==> src/rtl/sound_request_scheduler.sv <==
// rtl/sound_request_scheduler.sv - fixed-priority sound request scheduler with Avalon-MM control
// Optional preemption of a playing tone by a higher-priority request: SOUND_SCHED_PREEMPT_EN
module sound_request_scheduler #(
  parameter int TICK_DIV     = 50000,
  parameter int GAP_TICKS    = 10,
  parameter int HALF_PERIOD0 = 56818,
  parameter int HALF_PERIOD1 = 47778,
  parameter int HALF_PERIOD2 = 37921,
  parameter int HALF_PERIOD3 = 28409
) (
  input  logic        clk,
  input  logic        reset_n,
  input  logic [3:0]  req,
  input  logic [1:0]  address,
  input  logic        chipselect,
  input  logic        write_n,
  input  logic [31:0] writedata,
  output logic [31:0] readdata,
  output logic        tone_out,
  output logic        busy,
  output logic [3:0]  grant
);

  localparam int HP_MAX01 = (HALF_PERIOD0 > HALF_PERIOD1) ? HALF_PERIOD0 : HALF_PERIOD1;
  localparam int HP_MAX23 = (HALF_PERIOD2 > HALF_PERIOD3) ? HALF_PERIOD2 : HALF_PERIOD3;
  localparam int HP_MAX   = (HP_MAX01 > HP_MAX23) ? HP_MAX01 : HP_MAX23;
  localparam int HW       = (HP_MAX > 1) ? $clog2(HP_MAX) : 1;
  localparam int PW       = $clog2(TICK_DIV);
  localparam int GW       = $clog2(GAP_TICKS + 1);

  typedef enum logic [1:0] {S_IDLE, S_PLAY, S_GAP} state_t;

  state_t      state_q, state_d;
  logic [1:0]  id_q, id_d;
  logic [15:0] dur_q, dur_d;
  logic [GW-1:0] gap_q, gap_d;
  logic [PW-1:0] presc_q, presc_d;
  logic [HW-1:0] half_q, half_d;
  logic        tone_q, tone_d;
  logic [3:0]  pending_q, pending_d;
  logic [3:0]  mask_q;
  logic [15:0] duration_q;
  logic [3:0]  req_meta, req_sync, req_prev;

  logic        wr, abort_act, tick, half_hit;
  logic [3:0]  clr, eligible, grant_clr, req_edge;
  logic [1:0]  low_id;
  logic [HW-1:0] hp_sel;
  logic [15:0] dur_load;
  logic        unused_wdata;

  assign unused_wdata = ^writedata[31:16];
  assign wr        = chipselect & ~write_n;
  assign abort_act = wr && (address == 2'd3) && writedata[4] && (state_q != S_IDLE);
  assign clr       = (wr && (address == 2'd3)) ? writedata[3:0] : 4'b0;
  assign eligible  = pending_q & mask_q;
  assign tick      = (presc_q == PW'(TICK_DIV - 1));
  assign half_hit  = (half_q == hp_sel);
  assign dur_load  = (duration_q == 16'd0) ? 16'd1 : duration_q;
  assign req_edge  = req_sync & ~req_prev;

  always_comb begin
    case (id_q)
      2'd0:    hp_sel = HW'(HALF_PERIOD0 - 1);
      2'd1:    hp_sel = HW'(HALF_PERIOD1 - 1);
      2'd2:    hp_sel = HW'(HALF_PERIOD2 - 1);
      default: hp_sel = HW'(HALF_PERIOD3 - 1);
    endcase
  end

  // Lowest eligible index wins
  always_comb begin
    low_id = 2'd0;
    for (int i = 3; i >= 0; i--) begin
      if (eligible[i]) low_id = 2'(i);
    end
  end

  always_comb begin
    state_d   = state_q;
    id_d      = id_q;
    dur_d     = dur_q;
    gap_d     = gap_q;
    presc_d   = tick ? '0 : presc_q + PW'(1);
    half_d    = half_q;
    tone_d    = tone_q;
    grant_clr = 4'b0;
    case (state_q)
      S_IDLE: begin
        tone_d = 1'b0;
        if (|eligible) begin
          state_d   = S_PLAY;
          id_d      = low_id;
          grant_clr = 4'b1 << low_id;
          dur_d     = dur_load;
          presc_d   = '0;
          half_d    = '0;
        end
      end
      S_PLAY: begin
        if (half_hit) begin
          half_d = '0;
          tone_d = ~tone_q;
        end else begin
          half_d = half_q + HW'(1);
        end
        if (tick) begin
          dur_d = dur_q - 16'd1;
          if (dur_q == 16'd1) begin
            state_d = S_GAP;
            tone_d  = 1'b0;
            gap_d   = GW'(GAP_TICKS);
            presc_d = '0;
          end
        end
`ifdef SOUND_SCHED_PREEMPT_EN
        if (!abort_act && (|eligible) && (low_id < id_q)) begin
          state_d   = S_PLAY;
          id_d      = low_id;
          grant_clr = 4'b1 << low_id;
          dur_d     = dur_load;
          presc_d   = '0;
          half_d    = '0;
          tone_d    = 1'b0;
        end
`else
`endif
      end
      S_GAP: begin
        tone_d = 1'b0;
        if (tick) begin
          gap_d = gap_q - GW'(1);
          if (gap_q == GW'(1)) state_d = S_IDLE;
        end
      end
      default: state_d = S_IDLE;
    endcase
    if (abort_act) begin
      state_d = S_IDLE;
      tone_d  = 1'b0;
    end
    // A new edge beats a same-cycle clear or grant
    pending_d = (pending_q & ~clr & ~grant_clr) | req_edge;
  end

  always_ff @(posedge clk or negedge reset_n) begin
    if (!reset_n) begin
      state_q    <= S_IDLE;
      id_q       <= 2'd0;
      dur_q      <= 16'd0;
      gap_q      <= '0;
      presc_q    <= '0;
      half_q     <= '0;
      tone_q     <= 1'b0;
      pending_q  <= 4'b0;
      mask_q     <= 4'hF;
      duration_q <= 16'd200;
      req_meta   <= 4'b0;
      req_sync   <= 4'b0;
      req_prev   <= 4'b0;
      readdata   <= 32'd0;
    end else begin
      state_q   <= state_d;
      id_q      <= id_d;
      dur_q     <= dur_d;
      gap_q     <= gap_d;
      presc_q   <= presc_d;
      half_q    <= half_d;
      tone_q    <= tone_d;
      pending_q <= pending_d;
      req_meta  <= req;
      req_sync  <= req_meta;
      req_prev  <= req_sync;
      if (wr && (address == 2'd1)) mask_q <= writedata[3:0];
      if (wr && (address == 2'd2)) duration_q <= writedata[15:0];
      if (!chipselect) begin
        readdata <= 32'd0;
      end else begin
        case (address)
          2'd0:    readdata <= {20'd0, mask_q, pending_q, 1'b0,
                                (state_q != S_IDLE) ? id_q : 2'd0, state_q != S_IDLE};
          2'd1:    readdata <= {28'd0, mask_q};
          2'd2:    readdata <= {16'd0, duration_q};
          default: readdata <= 32'd0;
        endcase
      end
    end
  end

  assign busy     = (state_q != S_IDLE);
  assign grant    = (state_q == S_PLAY) ? (4'b1 << id_q) : 4'b0;
  assign tone_out = tone_q;

endmodule

==> config.mk <==
export PLATFORM = sky130hd
export DESIGN_NAME = sound_request_scheduler
export DESIGN_NICKNAME = d
export VERILOG_FILES = /design/src/rtl/sound_request_scheduler.sv
export SDC_FILE = /design/constraint.sdc
export NUM_CORES = 1
export LEC_CHECK = 0
export ABC_AREA = 1
export CORE_MARGIN = 2
export CORE_UTILIZATION = 62
export CTS_BUF_LIST = sky130_fd_sc_hd__clkbuf_8
export DETAILED_ROUTE_END_ITERATION = 8
export PLACE_DENSITY_LB_ADDON = 0.08
export SYNTH_ARGS = -nofsm -noshare
export SYNTH_HDL_FRONTEND = slang
export SYNTH_SLANG_ARGS = --single-unit
==> constraint.sdc <==
create_clock -name clk -period 4.05 [get_ports clk]
set_input_delay 0.405 -clock clk [delete_from_list [all_inputs] [get_ports clk]]
set_output_delay 0.405 -clock clk [all_outputs]
set_load 0.02 [all_outputs]
After elaboration in Yosys (flattened, before gate mapping)
Index checks and enable logic that the tools add are counted.

word-level totals
  flip-flop bits (word level) = 125
  bits of input ports = 42
  output and inout port bits = 38
  logic and storage cells = 111

cells by class
  shift operators = 2
  reductions and logical operators = 20
  equality and inequality tests = 20
  mux-type cells = 40
  bitwise gates (word level) = 11
  add/subtract/negate cells = 4

operator list
  kind                                                count
  two-way mux 16 bit                                  10
  one-hot mux 16 bit (2 select lines)                 3
  one-hot mux 16 bit (3 select lines)                 2
  adder 16 x 1 -> 16 bit, second input constant       2
  two-way mux 4 bit                                   7
  two-way mux 2 bit                                   11
  AND 4 bit                                           4
  == test 16 x 1 -> 1 bit, second input constant      1
  == test 16 bit                                      1
  == test 16 bit, second input constant               1
  zero test 16 bit                                    1
  subtractor 16 x 1 -> 16 bit, second input constant  1
  != test 3 bit, second input constant                5
  NOT 4 bit                                           3
  == test 2 bit, second input constant                4
  != test 2 bit, second input constant                4
  one-hot mux 4 bit (2 select lines)                  1
  left shift 1 x 2 -> 4 bit, first input constant     2
  == test 2 x 1 -> 1 bit, second input constant       3
  zero test 2 bit                                     3
  one-hot mux 2 bit (3 select lines)                  1
  nonzero test 2 bit                                  3
  logical AND 1 bit                                   5
  AND reduction 5 bit                                 1
  13 further kinds                                    18

Longest topological paths before layout
Gate-level depths: netlist (run 1).

  word-level depth = 11
  mapped depth = 12
  gate-level depth less buffers = 12

Worst setup path before layout (run 1)
No wires, ideal clock.

  path type = register to register
  start point = register id_q[1]
  end point = register half_q[4]
  setup slack = 2.288 ns
  arrival = 1.634 ns
  clock period less this slack = 1.762 ns
  library setup time = 0.129 ns
  stages on the path, launching flop included = 13
  data required time = 3.921 ns
  path through = dfrtp_1 inv_1 ha_1 inv_1 nand2_1 nand2_1 nor2_1 nand2_1 nor2_2 nand2_2 nand2_2 buf_4 o22ai_1

on the way
  longest elaborated chain between the ends = 5

RTL lines
  element                                line  source
  start: declaration                     34    logic [1:0] id_q, id_d;
  start signal: assignment               164   id_q <= id_d;
  == test 2 bit (tied with other cells)  63    case (id_q)
  one-hot mux 16 bit (3 select lines) *  63
  == test 16 bit *                       58    assign half_hit = (half_q == hp_sel);
  two-way mux 16 bit *                   101   if (half_hit) begin
  one-hot mux 16 bit (2 select lines) *  88    case (state_q)
  end signal: assignment                 168   half_q <= half_d;
  end: declaration                       38    logic [HW-1:0] half_q, half_d;

Mark *: on every way between the ends. The rest lies on a longest branch, timed or not.
A chain may end at the register's enable or synchronous reset.

Worst setup path in the final report (run 1)
  start point = register id_q[1]
  end point = output port grant[1]

on the way
  longest elaborated chain between the ends = 2

RTL lines
  element                    line  source
  left shift 1 x 2 -> 4 bit  191   assign grant = (state_q == S_PLAY) ? (4'b1 << id_q) : 4'b0;
  two-way mux 4 bit          191
  end: declaration           21    output logic [3:0] grant

Every way passes these cells.

==> results.json, run 1 <==
{
  "finalSetupViolations": 0,
  "cp_max_fo": 7,
  "yosysWarningCount": 0,
  "post_cts_resized": 0,
  "viasPerCell": 5.329,
  "avgRoutedWirePerCell_um": 13.92,
  "root_buffer": "clkbuf_8",
  "globalplace.congestion": 0.9170,
  "post-cts-setup-buffers": 0,
  "startpoint_type": "flip-flop",
  "grt_pass1_wl_um": 21870,
  "grt_pass1_vias": 4699,
  "num_antenna_cells": 0,
  "start_util_pct": 63.66,
  "cts_tree": "built",
  "grtUsageTotal_pct": 27.03,
  "drive_gt1_share_pct": 7.645,
  "max_freq_mhz": 394.2,
  "layout.cells.non_filler": 940,
  "period_share_pct": 62.64,
  "post-place-ws_ns": 1.434,
  "path_delay_family": "buffers and inverters",
  "ys_ff_latch": 109,
  "cts_hold_buf": 0,
  "drcViolationCount": 0,
  "worstPathRequired_ns": 3.64,
  "rsz0062_at_grt": "false",
  "holdWs_ns": 0.01321,
  "max_stage_delay_ns": 0.61,
  "portBuffers": 47,
  "cts_buffers": 9,
  "area_growth_pct": 12.13,
  "cp_slowest_cell": "clkdlybuf4s50_1",
  "async_flop_share_pct": 100.0,
  "critical_path_arrival_ns": 2.13,
  "grt_max_degree": 51,
  "yosysUniqueCellTypes": 39,
  "synth_edf_count": 0,
  "avgSynthCellArea_um2": 7.739,
  "htreeDepth": 3,
  "max-cap-violations": 0,
  "io_pins": 80,
  "ir_worst_vdd_mv": 0.3908,
  "cts_sinks": 109,
  "antenna_found_initial": 0,
  "worst_slew_pin_slew_ns": 0.8965,
  "slew_violations": 0,
  "layout_common_cells": "193 x nand2_1, 106 x nor2_1, 102 x dfrtp_1",
  "rrSetupSlack_ns": 1.66,
  "via_count": 5009,
  "hold_class": "in2async",
  "die_x_um": 101.4,
  "clock_skew_ns": 0.01180,
  "max_slew_margin_pct": 40.09,
  "first_iter_violations": 328,
  "fin_nets": 862,
  "power_density_mw_per_mm2": 599.5,
  "die_area_mm2": 0.01028,
  "clk_pin_slew_ns": 0.11,
  "fin_ws_ns": 1.513,
  "reg2reg_depth": 10,
  "post-dp-hpwl_um": 9722,
  "clock_path_buffers": 2,
  "cellLeakagePower_nw": 3.142,
  "crit_path_frequent_cell": "inv_1",
  "grt-ovfl-total": 0,
  "syn_inst": 760,
  "mappedNetlistArea_mm2": 0.005882,
  "drtAntennaViolNets": 0,
  "critPathBufInv": 3,
  "setup.worst_path.end_class": "output pin",
  "seq_area_frac_synth_pct": 46.52,
  "cp_num_cells": 5,
  "worstSkewPairLatency_ns": 0.38,
  "die_h_um": 101.4,
  "final_hold_viol_count": 0,
  "path_class": "reg2out",
  "setup_tns_ns": 0,
  "status": "complete, no violations",
  "cp_cell_sequence": "inv_1, ha_1, inv_1, nor2_1, clkdlybuf4s50_1",
  "ys.flop_type": "dfrtp_1",
  "final_common_cell": "nand2_1",
  "core.rowCount": 35,
  "place_inst": 924,
  "routed_wl_um": 13080,
  "firstDrtPassIters": 4,
  "period_minus_slack_ns": 2.537,
  "core_mm2": 0.009240
}
==> worst register-to-register path, stage by stage, from the launching register on <==
cell and delay (ns):
dfrtp_1 0.43, inv_1 0.08, nand2_1 0.05, buf_4 0.22
inv_2 0.54, nor2_4 0.18, inv_2 0.26, nand2_4 0.22
a21oi_1 0.22, nand2_1 0.07, nand2_1 0.05
==> final cells by class <==
class | instances | area [um^2]
sequential | 109 | 2736
multi-input combinational | 545 | 2653
fill | 752 | 2645
timing repair buffer | 50 | 490.5
inverter | 91 | 342.8
tap | 129 | 161.4
clock buffer | 9 | 123.9
clock inverter | 7 | 87.58
==> power breakdown <==
part,switching [mW],internal [mW],total (mW)
clock network,0.400,0.301,0.701
registers,0.236,1.33,1.57
logic,1.11,0.577,1.68
==> per-layer routing <==
layer	share of wire [%]	GRT usage, %	vias up
met5	0	0	-
met4	0.86	5.821	0
met3	4.8	5.245	10
met2	49	43.66	140
met1	46	38.43	2377
li1	-	-	2482
==> registers in the layout, indices dropped and copies added (netlist names) <==
register	flops
pending_q	4
duration_q	16
presc_q	16
dur_q	16
req_prev	4
state_q	2
tone_out	1
req_sync	4
mask_q	4
readdata	16
half_q	16
gap_q	4
id_q	2
req_meta	4
==> logic make-up (layout without fill, tap and decap cells) <==
kind of cell / after synthesis / count (layout) / synth area share (%)
other: 1 / 16 / 0.06376
adders and majority gates: 14 / 14 / 2.978
buffers and inverters: 121 / 157 / 9.338
xor gates and xnor gates: 17 / 17 / 2.531
and+or+nand+nor: 382 / 382 / 27.61
DFF: 109 / 109 / 46.52
AOI/OAI and AO/OA: 116 / 116 / 10.96
==> through the flow <==
stage          total power, mW  instance area, um^2  util (%)
6_report                 3.954                 6595     71.37
3_3_place_gp             3.185                 6384     69.09
3_5_place_dp             3.254                 6384     69.09
2_1_floorplan            2.848                 5938         -
4_1_cts                  3.961                 6595     71.37
5_1_grt                  4.282                 6595     71.37
==> synthesized netlist by cell type, drive strengths merged (2+ instances only) <==
master / number / area, um^2
nor3: 12 / 70.07
ha: 14 / 175.2
or2: 2 / 12.51
o211ai: 2 / 15.01
o22ai: 15 / 93.84
nand4: 11 / 68.82
dfrtp: 102 / 2552
dfstp: 7 / 183.9
o21ai: 53 / 280.3
a21oi: 42 / 225.2
inv: 90 / 337.8
nor2: 113 / 456.7
xor2: 13 / 113.9
xnor2: 4 / 35.03
buf: 26 / 191.4
nand3: 37 / 185.2
clkbuf: 4 / 15.01
nand2: 203 / 802.0
nor3b: 2 / 15.01
==> final timing paths <==
kind,from,endpoint
worst max-delay path,id_q[1]$_DFFE_PN0P_,grant[1]
worst min-delay path,reset_n,half_q[3]$_DFFE_PN0P_
worst max register to register,state_q[1]$_DFFE_PN0P_,dur_q[12]$_DFFE_PN0P_
worst min register to register,req_meta[3]$_DFF_PN0_,req_sync[3]$_DFF_PN0_
max in group asynchronous,reset_n,mask_q[1]$_DFFE_PN1P_
min in group clk,req_meta[3]$_DFF_PN0_,req_sync[3]$_DFF_PN0_
Power figures use the tool's default switching activity.
==> run 2: changes to the inputs <==
--- a/config.mk
+++ b/config.mk
@@ -7,7 +7,7 @@
 export LEC_CHECK = 0
 export ABC_AREA = 1
 export CORE_MARGIN = 2
-export CORE_UTILIZATION = 62
+export CORE_UTILIZATION = 57
 export CTS_BUF_LIST = sky130_fd_sc_hd__clkbuf_8
 export DETAILED_ROUTE_END_ITERATION = 8
 export PLACE_DENSITY_LB_ADDON = 0.08
==> constraint.sdc (replaced) <==
create_clock -name clk -period 2.5 [get_ports clk]
set_input_delay 0.25 -clock clk [delete_from_list [all_inputs] [get_ports clk]]
set_output_delay 0.25 -clock clk [all_outputs]
set_load 0.02 [all_outputs]
==> run 2 against run 1 <==
  * Global-route usage fell by 2.4 points
  * Total power rose by 60%
  * First-iteration DRC count fell by 17%
  * Die area rose by 8.4%
  * Critical path depth did not move
  * Routed wire length fell by 1.6%
  * Register-to-register slack got worse by 1.3 ns
  * Non-clock buffer count rose by 6
  * Sequential share of layout area fell by 0.37 points
  * Hold slack improved by 0.27 ns
  * Sequential power rose by 62%
  * Clock skew rose by 0.0046 ns
==> results.json, run 2 (same netlist as run 1, synthesis figures left out) <==
{
  "portBuffers": 47,
  "status": "complete, no violations",
  "startpoint_type": "flip-flop",
  "cp_max_fo": 7,
  "r2r_end": "half_q[11]$_DFFE_PN0P_",
  "critical_path_arrival_ns": 2.13,
  "drtAntennaViolNets": 0,
  "root_buffer": "clkbuf_8",
  "post-place-ws_ns": 0.3599,
  "hp-start": "req[3]",
  "grt_max_degree": 42,
  "max_freq_mhz": 419.8,
  "cts_tree": "built",
  "cp_num_cells": 5,
  "avgRoutedWirePerCell_um": 13.51,
  "min_to": "req_meta[3]$_DFF_PN0_",
  "fin_nets": 868,
  "path_delay_family": "buffers and inverters",
  "fin_ws_ns": 0.1177,
  "hold_class": "in2reg",
  "layout_common_cells": "193 x nand2_1, 106 x nor2_1, 102 x dfrtp_1",
  "post-cts-setup-buffers": 0,
  "drcViolationCount": 0,
  "first_iter_violations": 272,
  "rsz0062_at_grt": "false",
  "io_pins": 80,
  "setup_tns_ns": 0,
  "p_sw_mw": 2.830,
  "grt_pass1_wl_um": 21940,
  "crit_path_frequent_cell": "inv_1",
  "period_minus_slack_ns": 2.382,
  "core.rowCount": 37,
  "final_common_cell": "nand2_1",
  "grt_pass1_vias": 4658,
  "worstSkewPairLatency_ns": 0.40,
  "htreeDepth": 3,
  "power_density_mw_per_mm2": 951.5,
  "placed_area_mm2": 0.006442,
  "setup.worst_path.end_class": "output pin",
  "cellLeakagePower_nw": 3.165,
  "cts_buffers": 9,
  "start_util_pct": 57.75,
  "post-dp-hpwl_um": 9632,
  "critPathBufInv": 3,
  "via_count": 4957,
  "reg2reg_depth": 8,
  "num_antenna_cells": 0,
  "max-cap-violations": 0,
  "holdWs_ns": 0.2863,
  "viasPerCell": 5.201,
  "cp_slowest_cell": "clkdlybuf4s50_1",
  "firstDrtPassIters": 4,
  "period_share_pct": 95.29,
  "ir_worst_vdd_mv": 0.6638,
  "cts_sinks": 109,
  "finalSetupViolations": 0,
  "intPower_mw": 3.502,
  "die_h_um": 105.6,
  "clockPowerShare_pct": 17.1,
  "met3_length_um": 657,
  "met2_length_um": 5951,
  "swShare_pct": 44.69,
  "area_growth_pct": 13.12,
  "grt-ovfl-total": 0,
  "antenna_found_initial": 0,
  "globalplace.congestion": 0.9396,
  "rrSetupSlack_ns": 0.34,
  "combPwrFrac_pct": 42.8,
  "drive_gt1_share_pct": 8.201,
  "clock_skew_ns": 0.01644,
  "die_area_mm2": 0.01115,
  "met1_length_um": 6078,
  "slew_violations": 0,
  "worstPathRequired_ns": 2.25,
  "clock_path_buffers": 2,
  "die_x_um": 105.6,
  "max_stage_delay_ns": 0.62,
  "clk_pin_slew_ns": 0.11,
  "core_mm2": 0.01018,
  "highest_layer": "met4",
  "p_seq_share_pct": 40.1,
  "routed_wl_um": 12870,
  "grtUsageTotal_pct": 24.66,
  "whs_path_depth": 1,
  "final_hold_viol_count": 0,
  "path_class": "reg2out",
  "fin_area_mm2": 0.006654,
  "r2r_start": "id_q[0]$_DFFE_PN0P_",
  "power_mw": 6.331,
  "cp_cell_sequence": "inv_1, ha_1, inv_1, nor2_1, clkdlybuf4s50_1"
}
[run 2: cell types whose count changed in the layout (fill, tap and decap cells not counted)]
cell and change:
clkinv_8 +2, clkinvlp_4 +1, clkinv_4 -1, dlygate4sd3_1 +1, buf_12 +1, buf_4 +4
bufinv_16 -1, inv_8 -1
[run 2: cell type report]
type | instances | area (um^2)
Clock buffer | 9 | 123.9
Sequential cell | 109 | 2736
Inverter | 91 | 342.8
Fill cell | 875 | 3531
Tap cell | 136 | 170.2
Clock inverter | 7 | 77.57
Multi-Input combinational cell | 545 | 2653
Timing Repair Buffer | 56 | 550.5
[run 2: how the worst max path moves through the flow]
stage	end	from	slack (ns)
floorplan	half_q[4]$_DFFE_PN0P_	id_q[1]$_DFFE_PN0P_	0.74
global placement	half_q[11]$_DFFE_PN0P_	id_q[1]$_DFFE_PN0P_	0.47
detailed placement	half_q[11]$_DFFE_PN0P_	id_q[1]$_DFFE_PN0P_	0.36
CTS	grant[1]	id_q[1]$_DFFE_PN0P_	0.1
global route	grant[1]	id_q[1]$_DFFE_PN0P_	0.02
finish	grant[1]	id_q[1]$_DFFE_PN0P_	0.12
[run 2: through the flow]
step           cells  util (%)
3_5_place_dp     936     63.26
5_1_grt          953     65.33
6_report         953     65.33
2_1_floorplan    775         -
4_1_cts          953     65.33
3_3_place_gp     936     63.26
[run 2: worst reg2reg max path, cell delays in order (launching register included)]
cell and delay (ns):
dfrtp_1 0.46, inv_1 0.17, ha_1 0.38, o21ai_0 0.18, nand3_1 0.11, nor2_2 0.21
nand2_2 0.14, nand2_2 0.25, o21ai_0 0.14
[run 2: repair_timing]
action | in CTS | in global routing
endpoints found under the hold margin | 28 | 0
resized for setup | 0 | 0
hold buffers | 1 | 0
[run 2: metal layers]
metal | vias to the layer above | GRT usage (%)
met5 | - | 0
met4 | 0 | 7.895
met3 | 14 | 5.133
met2 | 115 | 38.34
met1 | 2339 | 34.84
li1 | 2489 | -
[run 2: power groups by stage]
stage | clock [mW] | combinational [mW] | sequential, mW
after floorplan | 0 | 2.12 | 2.49
after global placement | 0 | 2.64 | 2.54
after detailed placement | 0 | 2.71 | 2.56
after CTS | 1.12 | 2.72 | 2.53
after global routing | 1.17 | 3.10 | 2.59
final | 1.08 | 2.71 | 2.54
